--- src/rtl/spi_arb_pkg.sv ---
// Shared types and constants for the SPI arbiter.
//   arb_state_e : transaction state of the arbiter FSM
//   ARB_WIDTH   : default SPI word width (matches the SPIMaster instance)
package spi_arb_pkg;

   localparam int ARB_WIDTH = 26;

   typedef enum logic [1:0] {
      IDLE    = 2'd0,
      ISSUE   = 2'd1,
      WAIT    = 2'd2,
      DELIVER = 2'd3
   } arb_state_e;

endpackage

--- src/rtl/rr_pick.sv ---
// Combinational round-robin priority encoder.
//   valid_i : per-requester pending flags
//   ptr_i   : index with highest priority this round
//   grant_o : first pending index found searching ptr, ptr+1, ... mod NREQ
//   any_o   : at least one requester pending (grant_o is 0 otherwise)
module rr_pick #(
   parameter  int NREQ = 4,
   localparam int PW   = (NREQ > 1) ? $clog2(NREQ) : 1
) (
   input  logic [NREQ-1:0] valid_i,
   input  logic [PW-1:0]   ptr_i,
   output logic [PW-1:0]   grant_o,
   output logic            any_o
);

   int idx;

   // Scan from the lowest priority offset upward so the offset closest to
   // ptr_i is written last and wins.
   always_comb begin
      grant_o = '0;
      any_o   = |valid_i;
      idx     = 0;
      for (int k = NREQ - 1; k >= 0; k--) begin
         idx = int'(ptr_i) + k;
         if (idx >= NREQ) idx = idx - NREQ;
         if (valid_i[idx]) grant_o = PW'(idx);
      end
   end

endmodule

--- src/rtl/spi_arbiter.sv ---
// Shares one SPIMaster between NREQ clients. Each client owns a one-entry
// holding register; a round-robin scheduler issues one SPI transaction at a
// time and routes the response back to its owner only. An optional timeout
// error-completes a transfer whose response never arrives.
//
// Ports:
//   CLK, nRST                    clock, async active-low reset
//   req_enq__ENA/RDY, req_data   per-client request enq (word i at [i*WIDTH +: WIDTH])
//   spi_req_enq__ENA/RDY, _data  request to SPIMaster
//   spi_rsp_enq__ENA/RDY, _data  response from SPIMaster
//   rsp_enq__ENA/RDY             per-client response enq (ENA one-hot or zero)
//   rsp_data, rsp_err            shared response word; err = timed out, data 0
//   busy                         a transaction is in flight
//
// state   | meaning
// --------+-----------------------------------------------------------
// IDLE    | no transaction; grant next pending client round-robin
// ISSUE   | present hold[owner] to SPIMaster until accepted
// WAIT    | waiting for the SPI response, timer running
// DELIVER | present response/error to owner until accepted
module spi_arbiter
   import spi_arb_pkg::*;
#(
   parameter int NREQ    = 4,
   parameter int WIDTH   = ARB_WIDTH,
   parameter int TIMEOUT = 1024
) (
   input  logic                  CLK,
   input  logic                  nRST,
   input  logic [NREQ-1:0]       req_enq__ENA,
   output logic [NREQ-1:0]       req_enq__RDY,
   input  logic [NREQ*WIDTH-1:0] req_data,
   output logic                  spi_req_enq__ENA,
   input  logic                  spi_req_enq__RDY,
   output logic [WIDTH-1:0]      spi_req_data,
   input  logic                  spi_rsp_enq__ENA,
   output logic                  spi_rsp_enq__RDY,
   input  logic [WIDTH-1:0]      spi_rsp_data,
   output logic [NREQ-1:0]       rsp_enq__ENA,
   input  logic [NREQ-1:0]       rsp_enq__RDY,
   output logic [WIDTH-1:0]      rsp_data,
   output logic                  rsp_err,
   output logic                  busy
);

   localparam int PW = $clog2(NREQ);
   // With the timeout disabled the timer only needs to exist; one bit that
   // saturates is enough.
   localparam int TW = (TIMEOUT > 0) ? $clog2(TIMEOUT + 1) : 1;

   arb_state_e       state_q, state_d;
   logic [NREQ-1:0]  valid_q, valid_d;
   logic [WIDTH-1:0] hold_q [NREQ];
   logic [PW-1:0]    ptr_q, ptr_d;
   logic [PW-1:0]    owner_q, owner_d;
   logic [TW-1:0]    timer_q, timer_d;
   logic [WIDTH-1:0] rsp_q, rsp_d;
   logic             err_q, err_d;

   logic [NREQ-1:0]  req_fire;
   logic [PW-1:0]    grant;
   logic             any;

   assign req_enq__RDY = ~valid_q;
   assign req_fire     = req_enq__ENA & ~valid_q;
   assign busy         = (state_q != IDLE);

   rr_pick #(.NREQ(NREQ)) u_pick (
      .valid_i (valid_q),
      .ptr_i   (ptr_q),
      .grant_o (grant),
      .any_o   (any)
   );

   always_comb begin
      state_d          = state_q;
      valid_d          = valid_q | req_fire;
      ptr_d            = ptr_q;
      owner_d          = owner_q;
      timer_d          = timer_q;
      rsp_d            = rsp_q;
      err_d            = err_q;
      spi_req_enq__ENA = 1'b0;
      spi_req_data     = '0;
      spi_rsp_enq__RDY = 1'b0;
      rsp_enq__ENA     = '0;
      rsp_data         = '0;
      rsp_err          = 1'b0;

      case (state_q)
         IDLE: begin
            if (any) begin
               owner_d = grant;
               state_d = ISSUE;
            end
         end
         ISSUE: begin
            spi_req_enq__ENA = spi_req_enq__RDY;
            spi_req_data     = hold_q[owner_q];
            if (spi_req_enq__RDY) begin
               // Owner's entry cannot be refilled this cycle (its RDY is 0),
               // so clearing after the OR above is safe.
               valid_d[owner_q] = 1'b0;
               timer_d          = '0;
               state_d          = WAIT;
            end
         end
         WAIT: begin
            spi_rsp_enq__RDY = 1'b1;
            if (spi_rsp_enq__ENA) begin
               rsp_d   = spi_rsp_data;
               err_d   = 1'b0;
               state_d = DELIVER;
            end else if ((TIMEOUT != 0) && (timer_q == TW'(TIMEOUT - 1))) begin
               rsp_d   = '0;
               err_d   = 1'b1;
               state_d = DELIVER;
            end else if (timer_q != '1) begin
               timer_d = timer_q + 1'b1;
            end
         end
         DELIVER: begin
            rsp_enq__ENA[owner_q] = rsp_enq__RDY[owner_q];
            rsp_data              = rsp_q;
            rsp_err               = err_q;
            if (rsp_enq__RDY[owner_q]) begin
               ptr_d   = (owner_q == PW'(NREQ - 1)) ? '0 : owner_q + 1'b1;
               state_d = IDLE;
            end
         end
         default: state_d = IDLE;
      endcase
   end

   always_ff @(posedge CLK or negedge nRST) begin
      if (!nRST) begin
         state_q <= IDLE;
         valid_q <= '0;
         ptr_q   <= '0;
         owner_q <= '0;
         timer_q <= '0;
         rsp_q   <= '0;
         err_q   <= 1'b0;
      end else begin
         state_q <= state_d;
         valid_q <= valid_d;
         ptr_q   <= ptr_d;
         owner_q <= owner_d;
         timer_q <= timer_d;
         rsp_q   <= rsp_d;
         err_q   <= err_d;
      end
   end

   always_ff @(posedge CLK or negedge nRST) begin
      if (!nRST) begin
         for (int i = 0; i < NREQ; i++) hold_q[i] <= '0;
      end else begin
         for (int i = 0; i < NREQ; i++) begin
            if (req_fire[i]) hold_q[i] <= req_data[i*WIDTH +: WIDTH];
         end
      end
   end

endmodule

--- config.mk ---
export PLATFORM = sky130hd
export DESIGN_NAME = spi_arbiter
export DESIGN_NICKNAME = d
export VERILOG_FILES = /design/src/rtl/spi_arb_pkg.sv /design/src/rtl/rr_pick.sv /design/src/rtl/spi_arbiter.sv
export SDC_FILE = /design/constraint.sdc
export NUM_CORES = 1
export LEC_CHECK = 0
export CELL_PAD_IN_SITES_DETAIL_PLACEMENT = 2
export CELL_PAD_IN_SITES_GLOBAL_PLACEMENT = 2
export CORE_ASPECT_RATIO = 0.6
export CORE_MARGIN = 1
export CORE_UTILIZATION = 29
export CTS_CLUSTER_DIAMETER = 30
export DETAILED_ROUTE_END_ITERATION = 7
export GPL_TIMING_DRIVEN = 0
export PLACE_DENSITY = 0.85
export SETUP_SLACK_MARGIN = 0.15
export SLEW_MARGIN = 0
export SYNTH_ARGS = -nofsm -noshare
export SYNTH_HDL_FRONTEND = slang
export SYNTH_SLANG_ARGS = --single-unit
--- constraint.sdc ---
create_clock -name CLK -period 1.8 [get_ports CLK]
set_input_delay 0.27 -clock CLK [delete_from_list [all_inputs] [get_ports CLK]]
set_output_delay 0.27 -clock CLK [all_outputs]
set_load 0.01 [all_outputs]
* Word level (Yosys, flattened, before mapping)
Index checks and enable logic that the tools add are counted.
** Operators by class
- Multiplexer cells :: 51
- $lt $le $gt $ge :: 11
- Bitwise gates (word level) :: 7
- Equality and inequality tests :: 13
- Reduce and logical (&&, ||, !) cells :: 11
- Add/sub/neg operators :: 9
** Operators by type and width (count)
- 2-to-1 mux 26 bit :: 6
- < comparator 32 x 4 -> 1 bit, second input constant :: 4
- 2-to-1 mux 32 bit :: 4
- greater-or-equal comparator 32 x 4 -> 1 bit, second input constant :: 3
- subtractor 32 x 4 -> 32 bit, second input constant :: 3
- binary-select mux 26 bit (select 2 bit) :: 1
- 2-to-1 mux 11 bit :: 4
- case mux 11 bit (2 select lines) :: 1
- 2-to-1 mux 2 bit :: 10
- 2-to-1 mux 1 bit :: 15
- AND 4 bit :: 3
- 2-to-1 mux 4 bit :: 3
- != test 2 bit, second input constant :: 6
- adder 11 x 1 -> 11 bit, second input constant :: 1
- == test 11 x 10 -> 1 bit, second input constant :: 1
- != test 11 bit, second input constant :: 1
- binary-select mux 1 bit (select 2 bit) :: 5
- inverter 4 bit :: 2
- case mux 2 bit (4 select lines) :: 1
- adder 2 x 2 -> 3 bit, second input constant :: 2
- == test 2 bit, second input constant :: 3
- AND reduction 2 bit :: 3
- nonzero test 2 bit :: 3
- AND reduction 5 bit :: 1
- 16 further kinds :: 16
** Word-level totals
- Output and inout bits :: 64
- Register bits :: 152
- Input port bits :: 142
- Logic and storage cells :: 113

* Logic depth before layout (Yosys ltp)
Gate-level depths: netlist of run 1.
- Word-level depth :: 10
- Mapped depth :: 7
- Depth with buffers taken out :: 6

* Modules after synthesis
Synthesis of run 1 repeated with hierarchy kept, for this count alone.
** Unflattened totals
- Cells, all modules :: 525
- Area, all modules :: 7171.9 um^2
** Modules (own cells, without submodules)
- spi_arbiter :: cells an instance 512, times used 1, sequential area each 3803.6 um^2, area each 7094.3 um^2
- rr_pick :: cells an instance 13, times used 1, sequential area each 0.0 um^2, area each 77.6 um^2

* Least setup slack after synthesis of run 1
No wires, ideal clock.
- Path kind :: register to output
- From :: reg owner_q[0]
- To :: out spi_req_data[18]
- Arrival time :: 1.620 ns
- Slack :: -0.090 ns
- Cell stages (with the launch flop) :: 5
- Required time :: 1.530 ns
- Cell sequence :: dfrtp_1 -> buf_2 -> buf_4 -> mux4_2 -> and2_1
** On the way
- Word-level cells in the longest chain between the ends :: 5
** RTL lines
- start: declaration :: line spi_arbiter.sv:55 : logic [PW-1:0] owner_q, owner_d;
- start signal: assignment :: line spi_arbiter.sv:148 : owner_q <= owner_d;
- inverter 2 -> 3 bit (not written as such) :: line spi_arbiter.sv:99 : spi_req_data = hold_q[owner_q];
- binary-select mux 26 bit (select 2 bit) :: line spi_arbiter.sv:99
- 2-to-1 mux 26 bit (not written as such) (2 in a row) :: line spi_arbiter.sv:99
- 2-to-1 mux 26 bit :: line spi_arbiter.sv:90 : case (state_q)
- end: declaration :: line spi_arbiter.sv:35 : output logic [WIDTH-1:0] spi_req_data,
No other way between the ends. The select of a mux whose other input is x is not followed.

* Final worst setup path of run 1
- From :: reg owner_q[0]
- To :: out spi_req_data[7]
The elaborated chain is that of the path after synthesis.

==> results.sh, run 1 <==
export IMPL_boundaryPins=206
export IMPL_fillers=2261
export IMPL_drive_above_1_share=0.566
export IMPL_p_leak_nw=5.28
export IMPL_p_comb_frac=0.520
export IMPL_cp_required_ns=1.53
export IMPL_violations="negative setup slack"
export IMPL_dp_hpwl_um=17300
export IMPL_worst_slack_ns=-0.478
export IMPL_die_w_um=205
export IMPL_antenna_found_initial=3
export IMPL_port_buffers=205
export IMPL_grt_pass1_vias=6394
export IMPL_dieArea_um2=25300
export IMPL_status="finished, violations left"
export IMPL_switching_share=0.318
export IMPL_gr_total_overflow=0
export IMPL_ctsLongestPathBuffers=2
export IMPL_viasPerCell=4.91
export IMPL_rows=44
export IMPL_hold_path_class="in2async"
export IMPL_postLayoutCoreUtil=0.504
export IMPL_seqPwrFrac=0.296
export IMPL_arrival_ns=2.01
export IMPL_rr_endpoint="state_q[1]$_DFFE_PN0P_"
export IMPL_register_area_um2=3820
export IMPL_fin_crit_sh=1.27
export IMPL_drt_first_pass_iters=5
export IMPL_synthCells=515
export IMPL_rr_startpoint="owner_q[0]$_DFFE_PN0P_"
export IMPL_ys_types=45
export IMPL_grt_pass1_wl_um=39900
export IMPL_synth_warnings=0
export IMPL_max_slew_margin=0.647
export IMPL_ff2ff_setup_slack_ns=-0.37
export IMPL_p_sw_w=0.00656
export IMPL_clock_latency_ns=0.42
export IMPL_fin_tns_setup_ns=-22.10
export IMPL_crit_type="reg2out"
export IMPL_netlist_area_um2=7150
export IMPL_clock_root_buffer="clkbuf_16"
export IMPL_max_freq_mhz=439
export IMPL_initial_core_util=0.296
export IMPL_dieHeight_um=124
export IMPL_avgSynthCellArea_um2=13.9
export IMPL_clock_sinks=152
export IMPL_yosysTopAreaCell="dfrtp_1"
export IMPL_track_usage=0.219
export IMPL_routed_wl_um=28700
export IMPL_vias=5699
export IMPL_cp_start_kind="flop"
export IMPL_h_tree_depth=4
export IMPL_ant_nets=0
export IMPL_skew_ns=0.0130
export IMPL_cts_tree="done"
export IMPL_clockPowerShare=0.184
export IMPL_rsz0062_at_grt="true"
export IMPL_drc=0
export IMPL_synth_seq_cells=152
export IMPL_synth_top_area_frac=0.532
export IMPL_design_core_area_um2=24200
export IMPL_internal_power_w=0.0141
export IMPL_clk_pin_slew_ns=0.06
export IMPL_finalHoldViolCount=0
export IMPL_setup_viol_count_final=73
export IMPL_wire_per_inst_um=24.8
export IMPL_layout_nets=978
export IMPL_cts_buffers=17
export IMPL_multi_input_area_um2=3730
export IMPL_drt_iter0_drc=262
export IMPL_min_period_ns=2.28
export IMPL_worst_pin_slew_ns=0.530
export IMPL_ys_top_cells_by_area="dfrtp_1, mux2_2, mux4_2"
export IMPL_rr_worst_depth=7
export IMPL_synthesis_nets=666
export IMPL_cp_max_fo=7
export IMPL_vdd_ir_drop_max_uv=651
export IMPL_powerDensity_nw_per_um2=1690
export IMPL_area_growth_synth_to_final_pct=70.4
export IMPL_seq_area_frac_synth=0.532
export IMPL_cp_end_kind="output port"
export IMPL_grt_max_degree=95
export IMPL_drv_cap=0
export IMPL_gp_congestion=0.769
export IMPL_slew_viol_final=0
state kept, by name, summed over array words and instances, names as in the netlist:
name and cells:
hold_q 104, rsp_q 26, timer_q 11, valid_q 4, owner_q 2, ptr_q 2
state_q 2, err_q 1
metrics by stage:
step	area [um^2]	total power, W	setup slack, ns	std cells	hold slack, ns
6_report	12200	0.0207	-0.478	1161	0.374
5_1_grt	12200	0.0217	-0.543	1161	0.401
4_1_cts	11600	0.0196	-0.502	1134	0.369
3_5_place_dp	9710	0.0129	-0.796	1043	0.241
3_3_place_gp	9680	0.0125	-6.14	1042	0.476
2_1_floorplan	7220	0.0100	0.0979	515	-0.0256
timing repair:
item	in CTS	in global routing
hold endpoints to repair	58	0
gates resized for setup	501	87
setup buffers	56	25
endpoints found under the setup margin	196	151
pin swaps	40	20
hold buffers	1	0
cloned	4	1
cells in the mapped netlist, drive strengths merged:
master     n
dfrtp    152
mux2     108
and2      56
a22o      27
mux4      27
buf       20
nand2     15
clkbuf    13
inv       12
nor2      12
ha         9
o21ai      8
a21oi      7
nand3      6
o22a       5
and3       4
nor2b      4
nor3       4
nor4       4
mux2i      3
a21o       2
nand2b     2
nor3b      2
o41ai      2
a211o      1
a211oi     1
a21boi     1
nand4      1
o21a       1
o2bb2ai    1
o311a      1
o31ai      1
o32a       1
or3        1
or4        1
cells by family (layout without fill, tap and decap cells):
kind of cell | count (synthesis) | after routing | share of synthesized area
flip-flops | 152 | 152 | 0.532
multiplexers | 138 | 138 | 0.260
AND/OR/NAND/NOR | 112 | 112 | 0.0931
AO/OA/AOI/OAI | 59 | 59 | 0.0701
buffers and inverters | 45 | 368 | 0.0296
adder cells (fa/ha/maj) | 9 | 9 | 0.0157
other | 0 | 1 | 0
layer usage:
layer / up-vias / wire length (um) / track usage
met3: 24 / 1060 / 0.0426
met5: - / 12 / 0
met1: 3042 / 12800 / 0.299
met4: 2 / 348 / 0.0550
li1: 2500 / - / -
met2: 131 / 14500 / 0.358
critical path: stages (launching register included):
cell,delay [ns]
dfrtp_2,0.43
buf_6,0.12
buf_12,0.12
buf_12,0.14
mux4_2,0.50
and2_4,0.16
buf_6,0.11
power groups by stage:
stage,registers (W),clock network (W),logic (W)
after floorplan,0.00560,0,0.00443
after global placement,0.00590,0,0.00661
after detailed placement,0.00601,0,0.00688
after CTS,0.00605,0.00390,0.00963
after global routing,0.00631,0.00402,0.0113
final,0.00611,0.00380,0.0107
cell type report:
class / instances / area share
Antenna cell: 1 / 0.000205
Multi-Input combinational cell: 318 / 0.306
Buffer: 33 / 0.0407
Clock buffer: 23 / 0.0408
Clock inverter: 7 / 0.00954
Sequential cell: 152 / 0.313
Tap cell: 322 / 0.0330
Timing Repair Buffer: 293 / 0.252
Inverter: 12 / 0.00523
placed cells by master, fill, tap and decap left out, types with 3 or more instances in the layout:
master / Yosys / layout
dlygate4sd2_1: 0 / 4
and2_4: 0 / 56
and3_4: 0 / 4
dfrtp_1: 152 / 141
mux4_2: 27 / 27
dfrtp_2: 0 / 11
a22o_4: 0 / 26
clkdlybuf4s50_1: 0 / 140
bufinv_16: 0 / 3
clkbuf_16: 0 / 20
ha_4: 0 / 6
o22a_1: 5 / 5
buf_6: 3 / 107
nor2_1: 12 / 12
buf_8: 0 / 14
buf_12: 0 / 12
clkbuf_8: 0 / 7
mux2_4: 1 / 3
a21oi_1: 7 / 6
buf_4: 1 / 38
mux2_2: 106 / 105
nor4_4: 1 / 4
ha_1: 9 / 3
o21ai_0: 7 / 6
nand2_1: 15 / 13
nand3_1: 6 / 4
nor2b_1: 4 / 4
inv_1: 12 / 7
how the worst max path moves through the flow:
stage,start,endpoint,slack [ns],cells past startpoint
final,owner_q[0]$_DFFE_PN0P_,spi_req_data[7],-0.48,6
after global routing,owner_q[0]$_DFFE_PN0P_,spi_req_data[4],-0.54,6
after CTS,owner_q[0]$_DFFE_PN0P_,spi_req_data[7],-0.50,6
after detailed placement,state_q[1]$_DFFE_PN0P_,spi_req_data[22],-0.80,6
after global placement,nRST,hold_q[72]$_DFFE_PN0P_,-6.14,1
after floorplan,owner_q[0]$_DFFE_PN0P_,spi_req_data[18],0.1,4
Power figures use the tool's default switching activity.
==> run 2, diff against run 1 <==
--- a/config.mk
+++ b/config.mk
@@ -8,7 +8,7 @@
 export CELL_PAD_IN_SITES_DETAIL_PLACEMENT = 2
 export CELL_PAD_IN_SITES_GLOBAL_PLACEMENT = 2
 export CORE_ASPECT_RATIO = 0.6
-export CORE_MARGIN = 1
+export CORE_MARGIN = 2
 export CORE_UTILIZATION = 29
 export CTS_CLUSTER_DIAMETER = 30
 export DETAILED_ROUTE_END_ITERATION = 7
==> run 2 against run 1 <==
  * The flow still finishes with violations (negative setup slack)
  * Sequential power up 0.7%
  * Die area up 2.6%
  * First-iteration DRC count down 44%
  * Cell count up 0.60%
  * Register-to-register slack worse by 0.16 ns
  * Flip-flop and latch count unchanged
  * Critical path type unchanged
  * Critical endpoint is now spi_req_data[23]
==> results.sh, run 2 (synthesis gave the netlist of run 1 again) <==
export IMPL_h_tree_depth=4
export IMPL_finalInstanceArea_um2=12100
export IMPL_worst_slack_ns=-0.601
export IMPL_gp_congestion=0.730
export IMPL_initial_core_util=0.295
export IMPL_dieHeight_um=126
export IMPL_cts_buffers=17
export IMPL_path_buf_inv=4
export IMPL_clock_root_buffer="clkbuf_16"
export IMPL_cp_end_kind="output port"
export IMPL_gr_total_overflow=0
export IMPL_clock_latency_ns=0.43
export IMPL_routed_wl_um=30100
export IMPL_cp_required_ns=1.53
export IMPL_grt_max_degree=80
export IMPL_slew_viol_final=0
export IMPL_setup_viol_count_final=97
export IMPL_drt_iter0_drc=146
export IMPL_rsz0062_at_grt="true"
export IMPL_violations="negative setup slack"
export IMPL_cpLargestDelayFamily="buffers and inverters"
export IMPL_cp_max_fo=8
export IMPL_max_slew_margin=0.564
export IMPL_layout_nets=984
export IMPL_skew_ns=0.0102
export IMPL_layout_commonest_cell="dfrtp_1"
export IMPL_vdd_ir_drop_max_uv=648
export IMPL_dieArea_um2=26000
export IMPL_n_antenna_cell=0
export IMPL_place_area_um2=9710
export IMPL_finalHoldViolCount=0
export IMPL_status="finished, violations left"
export IMPL_design_core_area_um2=24200
export IMPL_drt_first_pass_iters=4
export IMPL_crit_path_top_delay_cell="dfrtp_2"
export IMPL_drv_cap=0
export IMPL_min_period_ns=2.40
export IMPL_grt_pass1_vias=6819
export IMPL_hold_path_class="in2async"
export IMPL_top_regs="hold_q (104), rsp_q (26), timer_q (11)"
export IMPL_most_common_layout_cells="dfrtp_1, clkdlybuf4s50_1, buf_6, mux2_2, and2_4"
export IMPL_cts_tree="done"
export IMPL_crit_type="reg2out"
export IMPL_drive_above_1_share=0.570
export IMPL_regMostFlops="hold_q"
export IMPL_boundaryPins=206
export IMPL_largest_reg_flops=104
export IMPL_viasPerCell=4.90
export IMPL_antenna_found_initial=3
export IMPL_ant_nets=0
export IMPL_timing_hold_ws_ns=0.379
export IMPL_die_w_um=207
export IMPL_fillers=2283
export IMPL_max_stage_delay_ns=0.52
export IMPL_power_w=0.0211
export IMPL_fin_crit_sh=1.33
export IMPL_arrival_ns=2.13
export IMPL_track_usage=0.236
export IMPL_port_buffers=205
export IMPL_rows=44
export IMPL_crit_chain="buf_12 > buf_12 > buf_4 > mux4_2 > and2_4 > buf_6"
export IMPL_max_freq_mhz=416
export IMPL_register_area_um2=3820
export IMPL_vias=5727
export IMPL_worst_pin_slew_ns=0.653
export IMPL_area_growth_synth_to_final_pct=69.8
export IMPL_p_leak_nw=5.29
export IMPL_fin_tns_setup_ns=-26.30
export IMPL_dp_hpwl_um=17700
export IMPL_wire_per_inst_um=25.8
export IMPL_clock_sinks=152
export IMPL_cp_start_kind="flop"
export IMPL_powerDensity_nw_per_um2=1730
export IMPL_multi_input_area_um2=3620
export IMPL_drc=0
export IMPL_grt_pass1_wl_um=44400
export IMPL_clk_pin_slew_ns=0.07
export IMPL_postLayoutCoreUtil=0.501
export IMPL_ctsLongestPathBuffers=2
export IMPL_crit_top_cell="buf_12"
-- run 2: timing repair --
item                                    in CTS  in global routing
endpoints found under the setup margin     208                152
gates cloned                                 5                  1
endpoints found under the hold margin       73                  0
pin swaps                                   46                 10
hold buffers                                 1                  0
buffers inserted                            69                 18
resized for setup                          483                 70
-- run 2: path summary, 6_finish.rpt --
| kind | startpoint | to | slack, ns | depth (start not counted) |
|---|---|---|---|---|
| max | owner_q[0]$_DFFE_PN0P_ | spi_req_data[23] | -0.60 | 6 |
| min reg2reg | hold_q[63]$_DFFE_PN0P_ | hold_q[63]$_DFFE_PN0P_ | 0.50 | 1 |
| min in group CLK | req_data[17] | hold_q[95]$_DFFE_PN0P_ | 0.45 | 2 |
| max in group asynchronous | nRST | hold_q[58]$_DFFE_PN0P_ | 0.58 | 3 |
| max reg2reg | owner_q[0]$_DFFE_PN0P_ | state_q[1]$_DFFE_PN0P_ | -0.53 | 8 |
| min | nRST | rsp_q[0]$_DFFE_PN0P_ | 0.38 | 2 |
-- run 2: worst reg2reg max path, stage by stage (launching register included) --
cell and delay (ns):
dfrtp_2 0.52, buf_6 0.17, mux4_2 0.54, buf_6 0.15, buf_6 0.11, buf_6 0.11, o21a_1 0.18, o311a_4 0.14
mux2_4 0.30
-- run 2: cell type report --
cell class,count,share of cell area
multi-input cells,318,0.298
clock inverters,12,0.0202
flip-flops and latches,152,0.314
well taps,322,0.0332
clock buffers,20,0.0376
inverters,12,0.00484
repair buffers,300,0.257
plain buffers,32,0.0354
-- run 2: per-layer routing --
metal / GRT usage / up-vias / routed length, um
met5: 0 / - / 30
met1: 0.304 / 3014 / 13000
met2: 0.396 / 150 / 15100
li1: - / 2506 / -
met4: 0.0780 / 4 / 718
met3: 0.0528 / 53 / 1260
-- run 2: through the flow --
step / instances / setup WS (ns)
2_1_floorplan: 515 / 0.0979
3_3_place_gp: 1042 / -6.30
3_5_place_dp: 1043 / -0.802
4_1_cts: 1150 / -0.620
5_1_grt: 1168 / -0.661
6_report: 1168 / -0.601
-- run 2: power breakdown --
| group | switching [W] | leakage, nW | total (W) | internal, W |
|---|---|---|---|---|
| combinational | 0.00400 | 3.09 | 0.0105 | 0.00654 |
| clock | 0.00155 | 0.340 | 0.00437 | 0.00282 |
| sequential | 0.00115 | 1.85 | 0.00615 | 0.00500 |
